--- src/rtl/lcd_char_queue_pkg.sv ---
// Shared definitions for the LCD character queue: drain FSM states, the
// HD44780 power-up sequence, and bit positions of the custom-instruction words.
package lcd_char_queue_pkg;

    typedef enum logic [1:0] {
        S_INIT_ISSUE = 2'd0,
        S_INIT_WAIT  = 2'd1,
        S_IDLE       = 2'd2,
        S_WAIT       = 2'd3
    } state_t;

    localparam int INIT_LEN = 4;

    localparam int DA_RS     = 0;
    localparam int DA_STATUS = 8;
    localparam int DA_FLUSH  = 9;

    localparam int RES_ACC  = 0;
    localparam int RES_CNT  = 8;
    localparam int RES_BUSY = 16;
    localparam int RES_INIT = 17;

    // 8-bit bus / 2 lines, display on, clear, entry mode increment
    function automatic logic [7:0] init_rom(input logic [1:0] idx);
        logic [7:0] b;
        case (idx)
            2'd0:    b = 8'h38;
            2'd1:    b = 8'h0C;
            2'd2:    b = 8'h01;
            default: b = 8'h06;
        endcase
        return b;
    endfunction

endpackage

--- src/rtl/lcd_byte_fifo.sv ---
// Circular FIFO of {rs, byte} entries with push/pop/flush and an occupancy count.
// Head entry is presented combinationally on rdata whenever the FIFO is non-empty.
module lcd_byte_fifo #(
    parameter int DEPTH = 16,
    parameter int AW    = 4,
    parameter int WIDTH = 9
) (
    input  logic             clk,
    input  logic             reset_n,
    input  logic             clk_en,
    input  logic             push,
    input  logic             pop,
    input  logic             flush,
    input  logic [WIDTH-1:0] wdata,
    output logic [WIDTH-1:0] rdata,
    output logic [AW:0]      count,
    output logic             full,
    output logic             empty
);

    localparam logic [AW:0] FULL_CNT = (AW+1)'(DEPTH);

    logic [WIDTH-1:0] mem [DEPTH];
    logic [AW-1:0]    wr_ptr;
    logic [AW-1:0]    rd_ptr;
    logic             do_push;
    logic             do_pop;

    assign full    = (count == FULL_CNT);
    assign empty   = (count == '0);
    assign rdata   = mem[rd_ptr];
    assign do_push = clk_en & push & ~full & ~flush;
    assign do_pop  = clk_en & pop & ~empty & ~flush;

    always_ff @(posedge clk) begin
        if (do_push) begin
            mem[wr_ptr] <= wdata;
        end
    end

    // Flush drops everything queued but keeps the write pointer where it is
    always_ff @(posedge clk or negedge reset_n) begin
        if (!reset_n) begin
            wr_ptr <= '0;
            rd_ptr <= '0;
            count  <= '0;
        end else if (clk_en) begin
            if (flush) begin
                rd_ptr <= wr_ptr;
                count  <= '0;
            end else begin
                if (do_push) wr_ptr <= wr_ptr + AW'(1);
                if (do_pop)  rd_ptr <= rd_ptr + AW'(1);
                case ({do_push, do_pop})
                    2'b10:   count <= count + (AW+1)'(1);
                    2'b01:   count <= count - (AW+1)'(1);
                    default: count <= count;
                endcase
            end
        end
    end

endmodule

--- src/rtl/lcd_char_queue.sv ---
// Nios II custom-instruction front end that queues LCD bytes and drains them,
// after the HD44780 init sequence, into the byte-level driver one at a time.
module lcd_char_queue
    import lcd_char_queue_pkg::*;
#(
    parameter int DEPTH   = 16,
    parameter int AW      = 4,
    parameter int INIT_EN = 1
) (
    input  logic        clk,
    input  logic        reset_n,
    input  logic        clk_en,
    input  logic        start,
    input  logic [31:0] dataa,
    input  logic [31:0] datab,
    output logic [31:0] result,
    output logic        done,
    output logic        drv_start,
    output logic        drv_rs,
    output logic [7:0]  drv_db,
    input  logic        drv_done
);

    state_t      state;
    logic [1:0]  init_idx;
    logic        init_done;
    logic        acc;

    logic        ci_fire;
    logic        is_flush;
    logic        is_status;
    logic        push;
    logic        flush_req;
    logic        pop;
    logic        busy;
    logic        unused_bits;

    logic [8:0]  fifo_rdata;
    logic [AW:0] fifo_count;
    logic        fifo_full;
    logic        fifo_empty;

    assign ci_fire     = clk_en & start;
    assign is_flush    = dataa[DA_FLUSH];
    assign is_status   = dataa[DA_STATUS];
    assign push        = ci_fire & ~is_flush & ~is_status;
    assign flush_req   = ci_fire & is_flush;
    assign pop         = (state == S_IDLE) & ~fifo_empty;
    assign busy        = (state != S_IDLE) || (fifo_count != '0);
    assign unused_bits = ^{dataa[31:10], dataa[7:1], datab[31:8]};

    lcd_byte_fifo #(
        .DEPTH (DEPTH),
        .AW    (AW),
        .WIDTH (9)
    ) u_fifo (
        .clk     (clk),
        .reset_n (reset_n),
        .clk_en  (clk_en),
        .push    (push),
        .pop     (pop),
        .flush   (flush_req),
        .wdata   ({dataa[DA_RS], datab[7:0]}),
        .rdata   (fifo_rdata),
        .count   (fifo_count),
        .full    (fifo_full),
        .empty   (fifo_empty)
    );

    // Result is only meaningful alongside done; count/busy reflect the state after the op
    always_comb begin
        result = '0;
        if (done) begin
            result[RES_ACC]           = acc;
            result[RES_CNT +: AW+1]   = fifo_count;
            result[RES_BUSY]          = busy;
            result[RES_INIT]          = init_done;
        end
    end

    always_ff @(posedge clk or negedge reset_n) begin
        if (!reset_n) begin
            state     <= (INIT_EN != 0) ? S_INIT_ISSUE : S_IDLE;
            init_idx  <= '0;
            init_done <= 1'b0;
            drv_start <= 1'b0;
            drv_rs    <= 1'b0;
            drv_db    <= '0;
            done      <= 1'b0;
            acc       <= 1'b0;
        end else if (clk_en) begin
            done      <= ci_fire;
            acc       <= push & ~fifo_full;
            drv_start <= 1'b0;
            case (state)
                S_INIT_ISSUE: begin
                    drv_rs    <= 1'b0;
                    drv_db    <= init_rom(init_idx);
                    drv_start <= 1'b1;
                    state     <= S_INIT_WAIT;
                end
                S_INIT_WAIT: begin
                    if (drv_done) begin
                        if (init_idx == 2'(INIT_LEN-1)) begin
                            init_done <= 1'b1;
                            state     <= S_IDLE;
                        end else begin
                            init_idx <= init_idx + 2'd1;
                            state    <= S_INIT_ISSUE;
                        end
                    end
                end
                S_IDLE: begin
                    if (INIT_EN == 0) init_done <= 1'b1;
                    // Head is taken even if a flush lands this cycle; it becomes the in-flight byte
                    if (!fifo_empty) begin
                        drv_rs    <= fifo_rdata[8];
                        drv_db    <= fifo_rdata[7:0];
                        drv_start <= 1'b1;
                        state     <= S_WAIT;
                    end
                end
                S_WAIT: begin
                    if (drv_done) state <= S_IDLE;
                end
                default: state <= S_IDLE;
            endcase
        end
    end

endmodule

--- config.mk ---
export PLATFORM = sky130hd
export DESIGN_NAME = lcd_char_queue
export DESIGN_NICKNAME = d
export VERILOG_FILES = /design/src/rtl/lcd_char_queue_pkg.sv /design/src/rtl/lcd_byte_fifo.sv /design/src/rtl/lcd_char_queue.sv
export SDC_FILE = /design/constraint.sdc
export NUM_CORES = 1
export LEC_CHECK = 0
export ABC_AREA = 1
export CAP_MARGIN = 40
export CORE_ASPECT_RATIO = 0.8
export CORE_UTILIZATION = 35
export DETAILED_ROUTE_END_ITERATION = 8
export PLACE_DENSITY = 0.63
export SYNTH_ARGS = -nofsm -noshare
export SYNTH_HDL_FRONTEND = slang
export SYNTH_SLANG_ARGS = --single-unit
--- constraint.sdc ---
create_clock -name clk -period 2.95 [get_ports clk]
set_input_delay 0.59 -clock clk [delete_from_list [all_inputs] [get_ports clk]]
set_output_delay 0.59 -clock clk [all_outputs]
set_load 0.01 [all_outputs]
==> impl_metrics.prom <==
# TYPE chip_impl_metric gauge
chip_impl_metric{name="worst_clock_skew",unit="ps"} 8.089
chip_impl_metric{name="grt_antenna_before_repair",unit=""} 0
chip_impl_metric{name="slew_viol_final",unit=""} 0
chip_impl_metric{name="dr.first_iter.drc_count",unit=""} 567
chip_impl_metric{name="max_cap_violations",unit=""} 0
chip_impl_metric{name="fin_nets",unit=""} 791
chip_impl_info{name="critPathCaptureType",value="output port"} 1
chip_impl_metric{name="maximum_root_to_sink_buffer_count",unit=""} 2
chip_impl_metric{name="buffer_ports.inserted",unit=""} 34
chip_impl_metric{name="powerDensity",unit="nW/um^2"} 875.8
chip_impl_metric{name="design.die.area",unit="um^2"} 22300
chip_impl_metric{name="dp_hpwl",unit="um"} 10660
chip_impl_metric{name="clkSinkCount",unit=""} 174
chip_impl_metric{name="cts.clk_slew.worst_paths",unit="ps"} 60
chip_impl_metric{name="cp_data_arrival_time",unit="ps"} 2060
chip_impl_info{name="ys_top_cells_by_count",value="144 x sky130_fd_sc_hd__edfxtp_1, 116 x sky130_fd_sc_hd__nor2_1, 78 x sky130_fd_sc_hd__o21ai_0, 58 x sky130_fd_sc_hd__nand2_1, 31 x sky130_fd_sc_hd__inv_1"} 1
chip_impl_metric{name="final_layout_size_suffix_gt1_share",unit="%"} 12.72
chip_impl_metric{name="timing_worst_slew_pin_value",unit="ps"} 873.2
chip_impl_info{name="dominantRegCellSynth",value="sky130_fd_sc_hd__edfxtp_1"} 1
chip_impl_metric{name="worst_slack",unit="ps"} 299.1
chip_impl_metric{name="first_global_vias",unit=""} 4726
chip_impl_metric{name="finalWeightedCongestion",unit=""} 0.7971
chip_impl_metric{name="max-slew-margin-rel",unit="%"} 41.72
chip_impl_info{name="clock_tree_from_tritoncts",value="done"} 1
chip_impl_metric{name="finalHoldViolations",unit=""} 0
chip_impl_metric{name="cts_hold_buffers",unit=""} 0
chip_impl_metric{name="fmax",unit="GHz"} 0.3772
chip_impl_metric{name="cts.htree.levels",unit=""} 4
chip_impl_metric{name="post_cts.resized_instances",unit=""} 0
chip_impl_metric{name="number_of_primary_i_o_pins",unit=""} 112
chip_impl_metric{name="drt_first_pass_iters",unit=""} 5
chip_impl_metric{name="mappedNetlistArea",unit="um^2"} 7595
chip_impl_metric{name="detail_route.vias_per_cell",unit=""} 5.023
chip_impl_metric{name="antenna_left",unit=""} 0
chip_impl_metric{name="drt-total-wl",unit="um"} 16920
chip_impl_metric{name="setup_viol",unit=""} 0
chip_impl_metric{name="synth_edf_count",unit=""} 144
chip_impl_metric{name="post_cts_buffers",unit=""} 0
chip_impl_metric{name="min_period_over_period",unit="%"} 89.86
chip_impl_metric{name="chipWidth",unit="um"} 166.7
chip_impl_metric{name="ys_seq_elements",unit=""} 174
chip_impl_metric{name="cts_inserted_buffers",unit=""} 17
chip_impl_metric{name="placed_cells",unit=""} 960
chip_impl_metric{name="syn_avg_cell_area",unit="um^2"} 11.67
chip_impl_metric{name="finalCriticalPeriod",unit="ps"} 2651
chip_impl_metric{name="post_synthesis_async_set_or_reset_flop_share",unit="%"} 17.24
chip_impl_metric{name="grt_start_max_net_pins",unit=""} 78
chip_impl_info{name="cts_root_buffer",value="sky130_fd_sc_hd__clkbuf_16"} 1
chip_impl_metric{name="clk-insertion-delay-late",unit="ps"} 430
chip_impl_metric{name="yosys_warning_total",unit=""} 0
chip_impl_metric{name="initial_utilization",unit="%"} 36.18
chip_impl_info{name="path_cells",value="inv_2, nand2_1, inv_1, nand4_1, inv_1, nor2_1, clkdlybuf4s50_1"} 1
chip_impl_metric{name="area_growth_synth_to_finish",unit="%"} 16.57
chip_impl_metric{name="layout.cells.non_filler",unit=""} 992
chip_impl_metric{name="p_leak",unit="nW"} 3.326
chip_impl_metric{name="grt.total_usage",unit="%"} 15.91
chip_impl_metric{name="ys_seq_area_share",unit="%"} 66.82
chip_impl_info{name="post-synth-top-count-cell",value="sky130_fd_sc_hd__edfxtp_1"} 1
chip_impl_info{name="hold_path.class",value="reg -> reg"} 1
chip_impl_info{name="netlist_top_cells_area",value="sky130_fd_sc_hd__edfxtp_1 57%, sky130_fd_sc_hd__dfrtp_1 9.9%, sky130_fd_sc_hd__nor2_1 5.7%"} 1
chip_impl_metric{name="worst_supply_voltage_drop_on_vdd",unit="uV"} 578.2
chip_impl_info{name="path_class",value="reg -> out"} 1
chip_impl_metric{name="rows",unit=""} 47
chip_impl_info{name="status",value="finished clean"} 1
chip_impl_metric{name="detailroute.via_count",unit=""} 4983
chip_impl_metric{name="tns",unit="ps"} 0
chip_impl_info{name="worstSetupStartpointType",value="flop"} 1
chip_impl_metric{name="floorplan.die.height",unit="um"} 133.8
chip_impl_metric{name="synth_top_area_share",unit="%"} 56.94
chip_impl_metric{name="synth.lib_cells_used.distinct",unit=""} 38
chip_impl_metric{name="grt_overflow",unit=""} 0
chip_impl_info{name="netlist.top_cell.by_area",value="sky130_fd_sc_hd__edfxtp_1"} 1
chip_impl_metric{name="antenna_diode_count",unit=""} 0
chip_impl_info{name="most_common_cell_type_on_the_critical_path",value="sky130_fd_sc_hd__inv_1"} 1
chip_impl_metric{name="dp_worst_setup_slack",unit="ps"} 221.2
chip_impl_metric{name="core_area",unit="um^2"} 20990
chip_impl_info{name="setup_repair_after_global_routing_missed_its_margin",value="false"} 1
chip_impl_metric{name="post_synth_inst_count",unit=""} 651
chip_impl_metric{name="path_max_fanout",unit=""} 7
chip_impl_info{name="slowest_stage",value="sky130_fd_sc_hd__clkdlybuf4s50_1"} 1
chip_impl_metric{name="routed_wire_length_per_instance",unit="um"} 17.05
chip_impl_metric{name="cpPeakStageDelay",unit="ps"} 470
chip_impl_metric{name="layout.filler_cells",unit=""} 1946
chip_impl_metric{name="worst-endpoint-required",unit="ps"} 2360
chip_impl_metric{name="first_pass_grt_wire_length",unit="um"} 26490
chip_impl_metric{name="drc",unit=""} 0
chip_impl_metric{name="hold_ws",unit="ps"} 488.5
## cells by family (layout without fill, tap and decap cells)
kind of cell / count (synthesis) / in the layout / synth area share [%]
compound gates: 138 / 138 / 11.05
xor+xnor: 8 / 8 / 0.9226
fa+ha+maj: 12 / 12 / 1.977
buf+inv: 96 / 145 / 6.244
flops: 174 / 174 / 66.82
other cells: 1 / 24 / 0.04938
simple gates: 222 / 222 / 12.93
## sequential cells by signal, indices dropped and copies added (netlist names)
register / flops
state: 2
drv_db: 8
drv_rs: 1
acc: 1
u_fifo.mem: 144
u_fifo.rd_ptr: 4
u_fifo.count: 5
init_done: 1
u_fifo.wr_ptr: 4
drv_start: 1
init_idx: 2
done: 1
## layout by cell type (no fill, tap or decap), types with 2 or more instances in the layout
| master | instances |
|---|---|
| sky130_fd_sc_hd__clkinv_2 | 8 |
| sky130_fd_sc_hd__o21ai_1 | 2 |
| sky130_fd_sc_hd__o211ai_1 | 20 |
| sky130_fd_sc_hd__nand4_1 | 4 |
| sky130_fd_sc_hd__a22o_1 | 2 |
| sky130_fd_sc_hd__clkdlybuf4s50_1 | 34 |
| sky130_fd_sc_hd__o22ai_1 | 6 |
| sky130_fd_sc_hd__o221ai_1 | 17 |
| sky130_fd_sc_hd__inv_1 | 31 |
| sky130_fd_sc_hd__nand2_1 | 58 |
| sky130_fd_sc_hd__clkbuf_1 | 5 |
| sky130_fd_sc_hd__conb_1 | 24 |
| sky130_fd_sc_hd__o21ai_0 | 78 |
| sky130_fd_sc_hd__nand3_2 | 4 |
| sky130_fd_sc_hd__ha_1 | 12 |
| sky130_fd_sc_hd__o21ai_2 | 2 |
| sky130_fd_sc_hd__inv_2 | 6 |
| sky130_fd_sc_hd__clkinv_4 | 2 |
| sky130_fd_sc_hd__nand2_4 | 3 |
| sky130_fd_sc_hd__edfxtp_1 | 144 |
| sky130_fd_sc_hd__dfrtp_1 | 29 |
| sky130_fd_sc_hd__clkbuf_16 | 17 |
| sky130_fd_sc_hd__xor2_1 | 7 |
| sky130_fd_sc_hd__clkinv_1 | 4 |
| sky130_fd_sc_hd__a21oi_1 | 7 |
| sky130_fd_sc_hd__nand3_1 | 26 |
| sky130_fd_sc_hd__nand2_2 | 6 |
| sky130_fd_sc_hd__nor2_1 | 116 |
| sky130_fd_sc_hd__nor2_8 | 2 |
| sky130_fd_sc_hd__buf_4 | 35 |
## per-stage QoR
step,total power [mW],instance area [um^2],utilization [%]
floorplan,4.825,7681,-
CTS,7.798,8853,42.17
global route,8.215,8853,42.17
detailed placement,5.736,8323,39.64
finish,7.753,8853,42.17
global placement,5.711,8323,39.64
## routing by layer
layer  track usage, %  up-vias  wire length (um)
met1            23.26     2429              8168
met2            23.60      160              7648
met3            3.001       15               936
met5                0        -                 0
li1                 -     2379                 -
met4            5.658        0               164
## critical path: cells and delay by family, from the launching register on
family	cells	cell delay (ps)
buf+inv	4	950
flops	1	390
simple gates	3	290
## cell type report
type                            instances  area, um^2  share of cell area (%)
Tap cell                              269       336.6                   3.802
Multi-Input combinational cell        404        2132                   24.08
Sequential cell                       174        5076                   57.33
Timing Repair Buffer                   69       603.1                   6.812
Inverter                               44       175.2                   1.979
Clock inverter                          9       72.57                  0.8197
Clock buffer                           23       457.9                   5.172
## power breakdown
group	leakage [nW]	switching [mW]	internal, mW	total, mW
logic	1.41	1.77	0.918	2.68
registers	1.65	0.149	2.86	3.01
clock network	0.266	0.890	1.17	2.06
## final timing paths
kind                                               from                           end  slack, ps  cells past startpoint
hold / removal                    init_done$_DFFE_PN0P_         init_done$_DFFE_PN0P_        490                      1
setup / recovery                   state[0]$_DFFE_PN0P_                    result[16]        300                      7
min in group asynchronous                       reset_n         init_done$_DFFE_PN0P_        550                      2
setup reg to reg           u_fifo.rd_ptr[0]$_DFFE_PN0P_         drv_db[0]$_DFFE_PN0P_        860                      8
hold reg to reg                   init_done$_DFFE_PN0P_         init_done$_DFFE_PN0P_        490                      1
max in group asynchronous                       reset_n  u_fifo.rd_ptr[0]$_DFFE_PN0P_       2080                      2
Power figures use the tool's default switching activity.
